===== src/rtl/fb_pkg.sv =====
// Shared framebuffer geometry, pixel format and write-FSM state type.
// Reused by the VGA read-address logic and the cursor logic.
package fb_pkg;

   localparam int H_RES    = 640;
   localparam int V_RES    = 480;
   localparam int FB_DEPTH = H_RES * V_RES;
   localparam int ADDR_W   = 20;
   localparam int DATA_W   = 9;

   localparam logic [DATA_W-1:0] CLEAR_COLOR = 9'h1FF;

   typedef enum logic [0:0] {
      ST_CLEAR = 1'b0,
      ST_RUN   = 1'b1
   } fb_state_t;

endpackage


===== src/rtl/fb_clear_seq.sv =====
// Full-screen clear address sequencer: walks 0..DEPTH-1 while enabled,
// wraps to 0 after the last address and flags that cycle with done.
module fb_clear_seq #(
   parameter int ADDR_W = fb_pkg::ADDR_W,
   parameter int DEPTH  = fb_pkg::FB_DEPTH
) (
   input  logic              clk,
   input  logic              rst_n,
   input  logic              en,
   output logic [ADDR_W-1:0] count,
   output logic              done
);

   import fb_pkg::*;

   localparam logic [ADDR_W-1:0] LAST_ADDR = ADDR_W'(DEPTH - 1);

   logic last;

   assign last = (count == LAST_ADDR);
   assign done = en & last;

   always_ff @(posedge clk or negedge rst_n) begin
      if (!rst_n) begin
         count <= '0;
      end else if (en) begin
         count <= last ? '0 : count + ADDR_W'(1);
      end
   end

endmodule


===== src/rtl/fb_write_arbiter.sv =====
// Framebuffer write port owner: full-screen clear sequencer plus a
// round-robin arbiter between the brush and aux (fill/shape) requesters.
module fb_write_arbiter #(
   parameter int H_RES  = fb_pkg::H_RES,
   parameter int V_RES  = fb_pkg::V_RES,
   parameter int ADDR_W = fb_pkg::ADDR_W,
   parameter int DATA_W = fb_pkg::DATA_W,
   parameter logic [DATA_W-1:0] CLEAR_COLOR = fb_pkg::CLEAR_COLOR
) (
   input  logic              clk,
   input  logic              rst_n,
   input  logic              clear_req,
   input  logic              brush_req,
   input  logic [ADDR_W-1:0] brush_addr,
   input  logic [DATA_W-1:0] brush_data,
   output logic              brush_ack,
   input  logic              aux_req,
   input  logic [ADDR_W-1:0] aux_addr,
   input  logic [DATA_W-1:0] aux_data,
   output logic              aux_ack,
   output logic              we,
   output logic [ADDR_W-1:0] waddr,
   output logic [DATA_W-1:0] wdata,
   output logic              initialized,
   output logic              busy,
   output logic              addr_err
);

   import fb_pkg::*;

   localparam int DEPTH = H_RES * V_RES;
   localparam logic [ADDR_W-1:0] DEPTH_A = ADDR_W'(DEPTH);

   fb_state_t         state;
   logic [ADDR_W-1:0] count;
   logic              clr_done;
   logic              rr_aux;
   logic              b_elig;
   logic              a_elig;
   logic              gnt_b;
   logic              gnt_a;
   logic              gnt;
   logic              in_rng;
   logic [ADDR_W-1:0] sel_addr;
   logic [DATA_W-1:0] sel_data;

   fb_clear_seq #(
      .ADDR_W (ADDR_W),
      .DEPTH  (DEPTH)
   ) u_clear_seq (
      .clk   (clk),
      .rst_n (rst_n),
      .en    (state == ST_CLEAR),
      .count (count),
      .done  (clr_done)
   );

   // A requester acked this cycle sits out the next edge.
   assign b_elig = brush_req & ~brush_ack;
   assign a_elig = aux_req & ~aux_ack;

   assign gnt_b = b_elig & (~a_elig | ~rr_aux);
   assign gnt_a = a_elig & ~gnt_b;
   assign gnt   = gnt_b | gnt_a;

   assign sel_addr = gnt_b ? brush_addr : aux_addr;
   assign sel_data = gnt_b ? brush_data : aux_data;
   assign in_rng   = (sel_addr < DEPTH_A);

   always_ff @(posedge clk or negedge rst_n) begin
      if (!rst_n) begin
         state       <= ST_CLEAR;
         busy        <= 1'b1;
         initialized <= 1'b0;
         we          <= 1'b0;
         waddr       <= '0;
         wdata       <= '0;
         brush_ack   <= 1'b0;
         aux_ack     <= 1'b0;
         addr_err    <= 1'b0;
         rr_aux      <= 1'b0;
      end else begin
         busy        <= (state == ST_CLEAR);
         initialized <= initialized | (state == ST_RUN);
         unique case (state)
            ST_CLEAR: begin
               we        <= 1'b1;
               waddr     <= count;
               wdata     <= CLEAR_COLOR;
               brush_ack <= 1'b0;
               aux_ack   <= 1'b0;
               addr_err  <= 1'b0;
               if (clr_done) begin
                  state <= ST_RUN;
               end
            end
            ST_RUN: begin
               brush_ack <= gnt_b;
               aux_ack   <= gnt_a;
               we        <= gnt & in_rng;
               addr_err  <= gnt & ~in_rng;
               if (gnt) begin
                  waddr  <= sel_addr;
                  wdata  <= sel_data;
                  rr_aux <= gnt_b;
               end
               if (clear_req) begin
                  state <= ST_CLEAR;
               end
            end
         endcase
      end
   end

endmodule

===== config.mk =====
export PLATFORM = sky130hd
export DESIGN_NAME = fb_write_arbiter
export DESIGN_NICKNAME = d
export VERILOG_FILES = /design/src/rtl/fb_pkg.sv /design/src/rtl/fb_clear_seq.sv /design/src/rtl/fb_write_arbiter.sv
export SDC_FILE = /design/constraint.sdc
export NUM_CORES = 1
export LEC_CHECK = 0
export ABC_AREA = 0
export ABC_CLOCK_PERIOD_IN_PS = 3100
export CAP_MARGIN = 20
export CORE_ASPECT_RATIO = 2
export CORE_MARGIN = 2
export CORE_UTILIZATION = 40
export DETAILED_ROUTE_END_ITERATION = 6
export HOLD_SLACK_MARGIN = 0.05
export PLACE_DENSITY = 0.77
export SLEW_MARGIN = 20
export SYNTH_ARGS = -nofsm -noshare
export SYNTH_HDL_FRONTEND = slang
export SYNTH_HIERARCHICAL = 1
export SYNTH_SLANG_ARGS = --single-unit

===== constraint.sdc =====
create_clock -name clk -period 3.1 [get_ports clk]
set_input_delay 0.31 -clock clk [delete_from_list [all_inputs] [get_ports clk]]
set_output_delay 0.31 -clock clk [all_outputs]
set_load 0.02 [all_outputs]

==> results of run 1 <==
metrics by stage:
stage | setup slack, ps | total power, W | instance area (µm²) | hold slack, ps
final | 1030 | 0.00243 | 4270 | 512
after global routing | 913 | 0.00254 | 4270 | 524
after CTS | 1060 | 0.00245 | 4260 | 219
after detailed placement | 843 | 0.00142 | 3950 | 488
after global placement | 936 | 0.00140 | 3950 | 467
after floorplan | 943 | 0.00118 | 2930 | 14.4
cell families (layout without fill, tap and decap cells):
group | count (synthesis) | count (layout) | share of synthesized area [%]
AND/OR/NAND/NOR | 104 | 104 | 18.0
adder cells (fa/ha/maj) | 1 | 1 | 0.427
AO/OA/AOI/OAI | 74 | 74 | 17.2
XOR/XNOR | 13 | 13 | 3.89
buffers and inverters | 25 | 125 | 4.49
flip-flops | 57 | 57 | 48.8
multiplexers | 21 | 21 | 7.18
worst paths after layout:
path                                           start                    end  slack, ps  cells past startpoint
worst min-delay path                     initialized            initialized        510                      1
worst min register to register           initialized            initialized        510                      1
worst max-delay path            u_clear_seq/count[0]  u_clear_seq/count[11]       1030                      5
max in group asynchronous                      rst_n               wdata[1]       1960                      3
min in group asynchronous                      rst_n  u_clear_seq/count[14]        530                      2
worst max register to register  u_clear_seq/count[0]  u_clear_seq/count[11]       1030                      5
power by group through the flow:
stage / clock, W / sequential [W] / combinational [W]
after floorplan: 0 / 0.000974 / 0.000203
after global placement: 0 / 0.000939 / 0.000466
after detailed placement: 0 / 0.000943 / 0.000478
after CTS: 0.00104 / 0.000935 / 0.000482
after global routing: 0.00107 / 0.000950 / 0.000523
final: 0.00102 / 0.000936 / 0.000480
critical path: cells and delay by family (launching register included):
kind,cells,cell delay (ps)
flip-flops,1,430
AO/OA/AOI/OAI,1,190
AND/OR/NAND/NOR,3,1030
adder cells (fa/ha/maj),1,260
layout make-up:
type                    instances  area (µm²)  area share (%)
clock buffers                  13         280            6.56
clock inverters                 2        35.0           0.820
inverters                       6        22.5           0.527
multi-input cells             213        1370            32.0
flip-flops and latches         57        1430            33.4
well taps                      92         115            2.69
repair buffers                104        1020            24.0
layer usage:
layer | vias up | share of wire [%] | global-route usage (%)
li1 | 1254 | - | -
met1 | 1262 | 39 | 25.0
met2 | 127 | 51 | 33.9
met3 | 20 | 7.8 | 6.12
met4 | 0 | 2.4 | 9.01
met5 | - | 0 | 0
timing repair:
item,4_1_cts,5_1_grt
hold buffers,0,1
endpoints found under the hold margin,0,4
gates resized for setup,0,0
cells in the mapped netlist, drive strengths merged (9+ instances only):
master / count / area (µm²)
nor2: 11 / 43.8
nor3: 10 / 50.1
nand2: 47 / 176
o21ai: 29 / 149
mux2i: 21 / 210
a2bb2oi: 20 / 175
dfrtp: 56 / 1400
buf: 12 / 82.6
a31oi: 9 / 56.3
==> results.txt, run 1 <==
----------------------------------------------------
[Run status]
  Result of the run ... completed

[Power and ir drop]
  Design internal power ... 0.00179 W
  Clock Power Share ... a little over two fifths
  Pleak ... approximately 1.8 nW
  Sequential share of power ... 38.5%
  Power density cells ... 570 nW/µm²
  Fraction of power spent switching nets ... 26.5%
  Worst vdd ir ... between 0.0003 and 0.0004 V
  Switching power summed over all nets ... 0.000646 W
  Share of total power in combinational logic ... just under 20%

[Global route]
  First-pass GRT wire length ... roughly 13 mm
  Total Routing Usage GR ... 20.7%
  Number of antenna violations at the first check in global routing ... 0
  Largest net degree at the start of global routing ... a little under 50
  Final global-route overflow total ... 0
  Vias in the first global route ... 2,810

[Timing]
  Maximum achievable frequency ... approximately 480 MHz
  Final-report hold violation count ... 0
  Count of endpoints failing setup in the final report ... 0
  Slew headroom ... a little under three fifths
  Final worst path period share ... 66.7%
  Setup repair after global routing missed its margin ... no
  Slew of the pin with the lowest slew margin ... 637 ps
  TNS Setup ... 0 ps
  Final period demand of the worst path ... 2070 ps
  Max Slew Vio Count ... 0
  Clock Skew ... between 3 and 4 ps

[Worst setup path]
  Chain of cells forming the critical path ... ha_1, nand2_1, nor2_1, and3_1, o221ai_1
  Longest individual stage delay on the worst path ... between 400 and 500 ps
  Kind of critical path ... reg2reg
  Crit start category ... flop
  Critical path's slowest cell ... sky130_fd_sc_hd__and3_1
  Critical path endpoint category ... flop
  Required @ worst endpoint ... between 3000 and 4000 ps
  Crit path DAT ... roughly 2200 ps
  Worst-path fanout max ... 9

[Routing]
  Routed vias ... approximately 2,700
  Average routed wire per standard cell ... between 15 and 20 µm
  DRC violation count after routing ... 0
  Wirelength, routed ... between 7 and 8 mm
  Initial drt markers ... between 150 and 200
  Antenna-violating nets left ... 0
  Number of vias per cell ... 5.47
  First-pass iteration count of the detailed router ... 4

[Finish]
  Fraction of layout cells with a size suffix above 1 ... under 10%
  Filler-free cell count of the finished design ... 487
  Commonest cells after routing, fill and taps aside ... sky130_fd_sc_hd__clkdlybuf4s50_1, sky130_fd_sc_hd__dfrtp_1, sky130_fd_sc_hd__nand2_1
  Number of fill cells ... between 600 and 700
  Largest registers ... u_clear_seq/count: 20 flops, waddr: 20 flops, wdata: 9 flops
  Layout Utilization ... ~60%
  Most common cell after layout, fill and taps aside ... sky130_fd_sc_hd__clkdlybuf4s50_1
  Growth of design area from synthesis to finish ... 45.9%
  Nets@finish ... between 400 and 500
  Antenna cells ... 0

[Place]
  Port buffer count ... 97
  Detailed placement HPWL ... 5.67 mm
  GPL Wtd Cong ... roughly 0.85
  Number of cells after detailed placement ... 471

[Synthesis]
  Netlist cell types ... 50
  Total number of yosys warnings ... 6
  Flip-flop and latch count after synthesis ... 57
  Register area share after synthesis ... 48.8%
  Number of cells produced by synthesis ... approximately 300
  Primary flip-flop cell chosen by synthesis mapping ... sky130_fd_sc_hd__dfrtp_1
  Number of enable-type register cells in the synthesized netlist ... 0
  Synth Area per Inst ... between 9 and 10 µm²
  Post-Syn Nets ... 359
  FFs w/ async S/R, synth ... 100%
  Cell area after synthesis ... 2930 µm²

[Clock tree]
  Number of buffers added by the clock tree synthesis step ... 9
  Clk_lat worst skew ... approximately 320 ps
  CTS tree ... yes
  H-tree levels ... 3
  Clock slew seen by the registers of the worst setup and hold paths ... ~50 ps
  Clk Tree Root Cell ... sky130_fd_sc_hd__clkbuf_16
  Postcts setup bufs ... 0
  Clock tree buffer depth ... 2
  TritonCTS sink count ... between 50 and 60

[Run]
  Number of violations of the max-capacitance limit ... 0

[Floorplanning]
  Width of the die ... between 60 and 70 µm
  Height of the die ... approximately 120 µm
  Starting density of the core ... 40.9%
  Die Outline Area ... 8060 µm²
  Core Rows ... 44
  Core Region ... 7160 µm²
  IO Count ... a little under 100

[Worst hold path]
  Tightest Hold Check Type ... reg2reg

----------------------------------------------------
No activity file was read; power rests on OpenSTA's default activity.
==> inputs of run 2 (changes only) <==
--- a/config.mk
+++ b/config.mk
@@ -6,14 +6,14 @@
 export NUM_CORES = 1
 export LEC_CHECK = 0
 export ABC_AREA = 0
-export ABC_CLOCK_PERIOD_IN_PS = 3100
+export ABC_CLOCK_PERIOD_IN_PS = 1800
 export CAP_MARGIN = 20
 export CORE_ASPECT_RATIO = 2
 export CORE_MARGIN = 2
 export CORE_UTILIZATION = 40
 export DETAILED_ROUTE_END_ITERATION = 6
 export HOLD_SLACK_MARGIN = 0.05
-export PLACE_DENSITY = 0.77
+export PLACE_DENSITY = 0.8
 export SLEW_MARGIN = 20
 export SYNTH_ARGS = -nofsm -noshare
 export SYNTH_HDL_FRONTEND = slang
==> constraint.sdc (replaced) <==
create_clock -name clk -period 1.8 [get_ports clk]
set_input_delay 0.18 -clock clk [delete_from_list [all_inputs] [get_ports clk]]
set_output_delay 0.18 -clock clk [all_outputs]
set_load 0.02 [all_outputs]
==> results.txt, run 2 (synthesis results as in run 1) <==
----------------------------------------------------
[Worst setup path]
  Required @ worst endpoint ... approximately 2000 ps
  Chain of cells forming the critical path ... nor4b_1, and2_1, and3_1, buf_4, nor2_1
  Worst-path fanout max ... 6
  Critical path endpoint category ... flop
  Longest individual stage delay on the worst path ... roughly 420 ps
  Crit start category ... flop
  Critical path's slowest cell ... sky130_fd_sc_hd__dfrtp_1
  Flop-to-flop setup slack ... roughly 130 ps
  Kind of critical path ... reg2reg
  Crit path DAT ... ~1900 ps

[Finish]
  Fraction of layout cells with a size suffix above 1 ... between 10% and 20%
  Growth of design area from synthesis to finish ... 50.6%
  Commonest cells after routing, fill and taps aside ... sky130_fd_sc_hd__clkdlybuf4s50_1, sky130_fd_sc_hd__dfrtp_1, sky130_fd_sc_hd__nand2_1
  Combined area of the multi-input logic cells ... approximately 1400 µm²
  Nets@finish ... around 470
  Final standard cell area without fillers ... 4410 µm²
  Layout Utilization ... between 60% and 70%
  Most common cell after layout, fill and taps aside ... sky130_fd_sc_hd__clkdlybuf4s50_1
  Largest registers ... u_clear_seq/count: 20 flops, waddr: 20 flops, wdata: 9 flops
  Area occupied by registers ... ~1400 µm²
  Antenna cells ... 0
  Number of fill cells ... just under 600

[Floorplanning]
  Die Outline Area ... 8060 µm²
  Core Region ... between 7000 and 8000 µm²
  Core Rows ... 44
  IO Count ... 98
  Width of the die ... around 64 µm
  Starting density of the core ... 40.9%
  Height of the die ... between 100 and 150 µm

[Clock tree]
  Clk Tree Root Cell ... sky130_fd_sc_hd__clkbuf_16
  Clk_lat worst skew ... 320 ps
  Clock slew seen by the registers of the worst setup and hold paths ... 50 ps
  H-tree levels ... 3
  TritonCTS sink count ... 57
  Clock tree buffer depth ... 2
  Number of buffers added by the clock tree synthesis step ... 9
  CTS tree ... yes
  Postcts setup bufs ... 0

[Routing]
  First-pass iteration count of the detailed router ... 4
  Number of vias per cell ... between 5 and 6
  Antenna-violating nets left ... 0
  Average routed wire per standard cell ... 15.8 µm
  Routed vias ... 2,729
  DRC violation count after routing ... 0
  Wirelength, routed ... between 8 and 9 mm
  Initial drt markers ... ~240

[Timing]
  Maximum achievable frequency ... 600 MHz
  Max Slew Vio Count ... 0
  Clock Skew ... ~3.8 ps
  Setup repair after global routing missed its margin ... no
  Final period demand of the worst path ... 1670 ps
  Final-report hold violation count ... 0
  Count of endpoints failing setup in the final report ... 0
  PnR worst setup slack ... ~130 ps
  TNS Setup ... 0 ps
  Slew headroom ... between 60 and 70%
  Slew of the pin with the lowest slew margin ... approximately 480 ps
  Final worst path period share ... approximately 93%

[Power and ir drop]
  Power density cells ... roughly 920 nW/µm²
  Pleak ... about 1.9 nW
  Worst vdd ir ... around 0.00066 V

[Place]
  Detailed placement HPWL ... 5.75 mm
  Pre-CTS WS ... approximately 31 ps
  GPL Wtd Cong ... between 0.8 and 0.9
  Cell area reported after detailed placement ... between 4000 and 5000 µm²
  Port buffer count ... 97

[Global route]
  Vias in the first global route ... around 2,800
  First-pass GRT wire length ... approximately 14 mm
  Number of antenna violations at the first check in global routing ... 0
  Total Routing Usage GR ... 21.7%
  Final global-route overflow total ... 0
  Largest net degree at the start of global routing ... 39

[Run status]
  Result of the run ... completed

[Run]
  Number of violations of the max-capacitance limit ... 0

[Worst hold path]
  Tightest Hold Check Type ... in2async

----------------------------------------------------
## run 2: report_power, final
| part | internal, W | switching (W) |
|---|---|---|
| logic | 0.000485 | 0.000438 |
| clock network | 0.000997 | 0.000554 |
| registers | 0.00144 | 0.000152 |
## run 2: metrics by stage
stage                     hold slack (ps)  power (W)  instances
after detailed placement              159    0.00252        490
after global routing                  393    0.00426        507
after CTS                             352    0.00409        507
after floorplan                      -116    0.00204        295
final                                 345    0.00407        507
after global placement                157    0.00250        490
## run 2: critical path, delay by kind of cell (launching register included)
kind | cells | cell delay [ps]
and+or+nand+nor | 4 | 950
buffers and inverters | 1 | 190
DFF | 1 | 420
## run 2: path summary, 6_finish.rpt
path	start	endpoint	cells past startpoint
worst min register to register	initialized	initialized	1
max in group asynchronous	rst_n	wdata[6]	3
min in group clk	clear_req	state	2
worst max register to register	u_clear_seq/count[17]	u_clear_seq/count[3]	5
worst max-delay path	u_clear_seq/count[17]	u_clear_seq/count[3]	5
worst min-delay path	rst_n	u_clear_seq/count[5]	2
## run 2: cell type report
cell class | instances | share of cell area, %
clock inverters | 3 | 0.340
multi-input cells | 213 | 31.2
well taps | 92 | 2.61
inverters | 6 | 0.624
flip-flops and latches | 57 | 32.4
clock buffers | 13 | 5.90
repair buffers | 123 | 27.0
## run 2: repair_timing
item | 4_1_cts | 5_1_grt
hold buffers | 1 | 0
endpoints found under the hold margin | 18 | 0
gates resized for setup | 0 | 0
## run 2: per-layer routing
layer | GRT usage [%] | vias to the layer above | part of all wire (%) | routed length, µm
met3 | 6.29 | 19 | 7.8 | 630
met5 | 0 | - | 0 | 0
met2 | 35.3 | 136 | 49 | 3960
li1 | - | 1300 | - | -
met4 | 10.1 | 0 | 2.8 | 221
met1 | 26.0 | 1274 | 40 | 3210
==> inputs of run 3 (changes only) <==
--- a/config.mk
+++ b/config.mk
@@ -9,7 +9,7 @@
 export ABC_CLOCK_PERIOD_IN_PS = 1800
 export CAP_MARGIN = 20
 export CORE_ASPECT_RATIO = 2
-export CORE_MARGIN = 2
+export CORE_MARGIN = 1
 export CORE_UTILIZATION = 40
 export DETAILED_ROUTE_END_ITERATION = 6
 export HOLD_SLACK_MARGIN = 0.05
==> results.txt, run 3 (synthesis results as in run 1) <==
----------------------------------------------------
[Worst setup path]
  Crit start category ... flop
  Crit path DAT ... 1930 ps
  Critical path endpoint category ... flop
  Kind of critical path ... reg2reg
  Worst-path fanout max ... 5
  Required @ worst endpoint ... between 2000 and 2500 ps

[Worst hold path]
  Tightest Hold Check Type ... in2async

[Timing]
  Final period demand of the worst path ... ~1700 ps
  Final worst path period share ... between 90 and 100%
  Setup repair after global routing missed its margin ... no
  Tightest hold margin ... around 370 ps
  Clock Skew ... between 5 and 6 ps
  Slew of the pin with the lowest slew margin ... a little under 400 ps
  Maximum achievable frequency ... between 500 and 600 MHz
  Slew headroom ... 73.9%
  Count of endpoints failing setup in the final report ... 0
  TNS Setup ... 0 ps
  Max Slew Vio Count ... 0
  Final-report hold violation count ... 0

[Clock tree]
  Clk Tree Root Cell ... sky130_fd_sc_hd__clkbuf_16
  TritonCTS sink count ... 57
  H-tree levels ... 3
  CTS tree ... yes
  Clk_lat worst skew ... approximately 330 ps
  Number of buffers added by the clock tree synthesis step ... 9
  Clock slew seen by the registers of the worst setup and hold paths ... approximately 50 ps
  Clock tree buffer depth ... 2

[Floorplanning]
  Width of the die ... roughly 62 µm
  Height of the die ... roughly 120 µm
  Core Region ... ~7000 µm²
  Core Rows ... 43
  Die Outline Area ... between 7000 and 8000 µm²
  Starting density of the core ... a little over two fifths
  IO Count ... 98

[Place]
  Number of cells after detailed placement ... around 490
  GPL Wtd Cong ... between 0.8 and 0.9
  Port buffer count ... 97
  Detailed placement HPWL ... about 6.5 mm

[Routing]
  First-pass iteration count of the detailed router ... 6
  Initial drt markers ... slightly below 100
  Antenna-violating nets left ... 0
  Wirelength, routed ... around 8.7 mm
  DRC violation count after routing ... 0
  Number of vias per cell ... 5.47
  Average routed wire per standard cell ... 17.2 µm
  Routed vias ... 2,766

[Power and ir drop]
  Worst vdd ir ... between 0.0008 and 0.0009 V
  Power density cells ... roughly 920 nW/µm²
  Pleak ... 1.91 nW

[Finish]
  Filler-free cell count of the finished design ... 506
  Growth of design area from synthesis to finish ... 51.5%
  Commonest cells after routing, fill and taps aside ... sky130_fd_sc_hd__clkdlybuf4s50_1, sky130_fd_sc_hd__dfrtp_1, sky130_fd_sc_hd__nand2_1
  Largest registers ... u_clear_seq/count: 20 flops, waddr: 20 flops, wdata: 9 flops
  Number of fill cells ... approximately 590
  Fraction of layout cells with a size suffix above 1 ... 13.2%
  Layout Utilization ... a little under two thirds
  Nets@finish ... 475
  Antenna cells ... 0
  Most common cell after layout, fill and taps aside ... sky130_fd_sc_hd__clkdlybuf4s50_1

[Global route]
  Vias in the first global route ... about 3,000
  Total Routing Usage GR ... roughly 24%
  Final global-route overflow total ... 0
  First-pass GRT wire length ... ~14 mm
  Largest net degree at the start of global routing ... 58
  Number of antenna violations at the first check in global routing ... 0

[Run]
  Number of violations of the max-capacitance limit ... 0

[Run status]
  Result of the run ... completed

----------------------------------------------------
run 3: changes by cell type in the layout (fill, tap and decap cells not counted), sizes merged:
cell	previous run	this run
buf	26	27
run 3: area by class of cell:
class / instances / area [µm²] / area share [%]
multi-input cells: 213 / 1380 / 31.2
flip-flops and latches: 57 / 1430 / 32.2
well taps: 90 / 113 / 2.54
repair buffers: 124 / 1210 / 27.3
inverters: 6 / 27.5 / 0.621
clock inverters: 3 / 15.0 / 0.339
clock buffers: 13 / 260 / 5.87
run 3: report_power, final:
group / internal (W) / total [W] / switching (W)
combinational: 0.000462 / 0.000879 / 0.000418
sequential: 0.00144 / 0.00162 / 0.000175
clock: 0.000997 / 0.00157 / 0.000571
total: 0.00290 / 0.00406 / 0.00116
run 3: routing by layer:
| layer | vias up | GRT usage, % | wire (µm) |
|---|---|---|---|
| met5 | - | 0 | 0 |
| met4 | 0 | 17.4 | 469 |
| met3 | 36 | 5.35 | 323 |
| met2 | 94 | 44.8 | 4860 |
| met1 | 1341 | 23.3 | 3070 |
| li1 | 1295 | - | - |
run 3: what timing repair did:
action | in CTS | in global routing
setup endpoints to repair | 0 | 4
resized for setup | 0 | 1
buffers inserted | 0 | 0
hold endpoints to repair | 56 | 0
hold buffers | 1 | 0
run 3: path summary, 6_finish.rpt:
check	depth (start not counted)	end	startpoint	slack [ps]
max	6	state	u_clear_seq/count[17]	120
min	3	rr_aux	rst_n	370
max reg2reg	6	state	u_clear_seq/count[17]	120
min reg2reg	1	initialized	initialized	460
max in group asynchronous	3	busy	rst_n	1120
min in group clk	3	wdata[5]	aux_data[5]	410
run 3: worst max-delay path, cell delays in order, from the launching register on:
cell and delay [ps]:
sky130_fd_sc_hd__dfrtp_1 380, sky130_fd_sc_hd__nor4b_1 370, sky130_fd_sc_hd__and2_1 240, sky130_fd_sc_hd__and3_1 300, sky130_fd_sc_hd__buf_4 170, sky130_fd_sc_hd__nand2_1 50, sky130_fd_sc_hd__o21ai_0 80
run 3: per-stage QoR:
stage	total power [W]	area, µm²	setup WS (ps)
3_5_place_dp	0.00250	4140	104
2_1_floorplan	0.00204	2960	10.7
5_1_grt	0.00422	4430	8.09
4_1_cts	0.00408	4430	96.5
3_3_place_gp	0.00247	4140	131
6_report	0.00406	4430	118
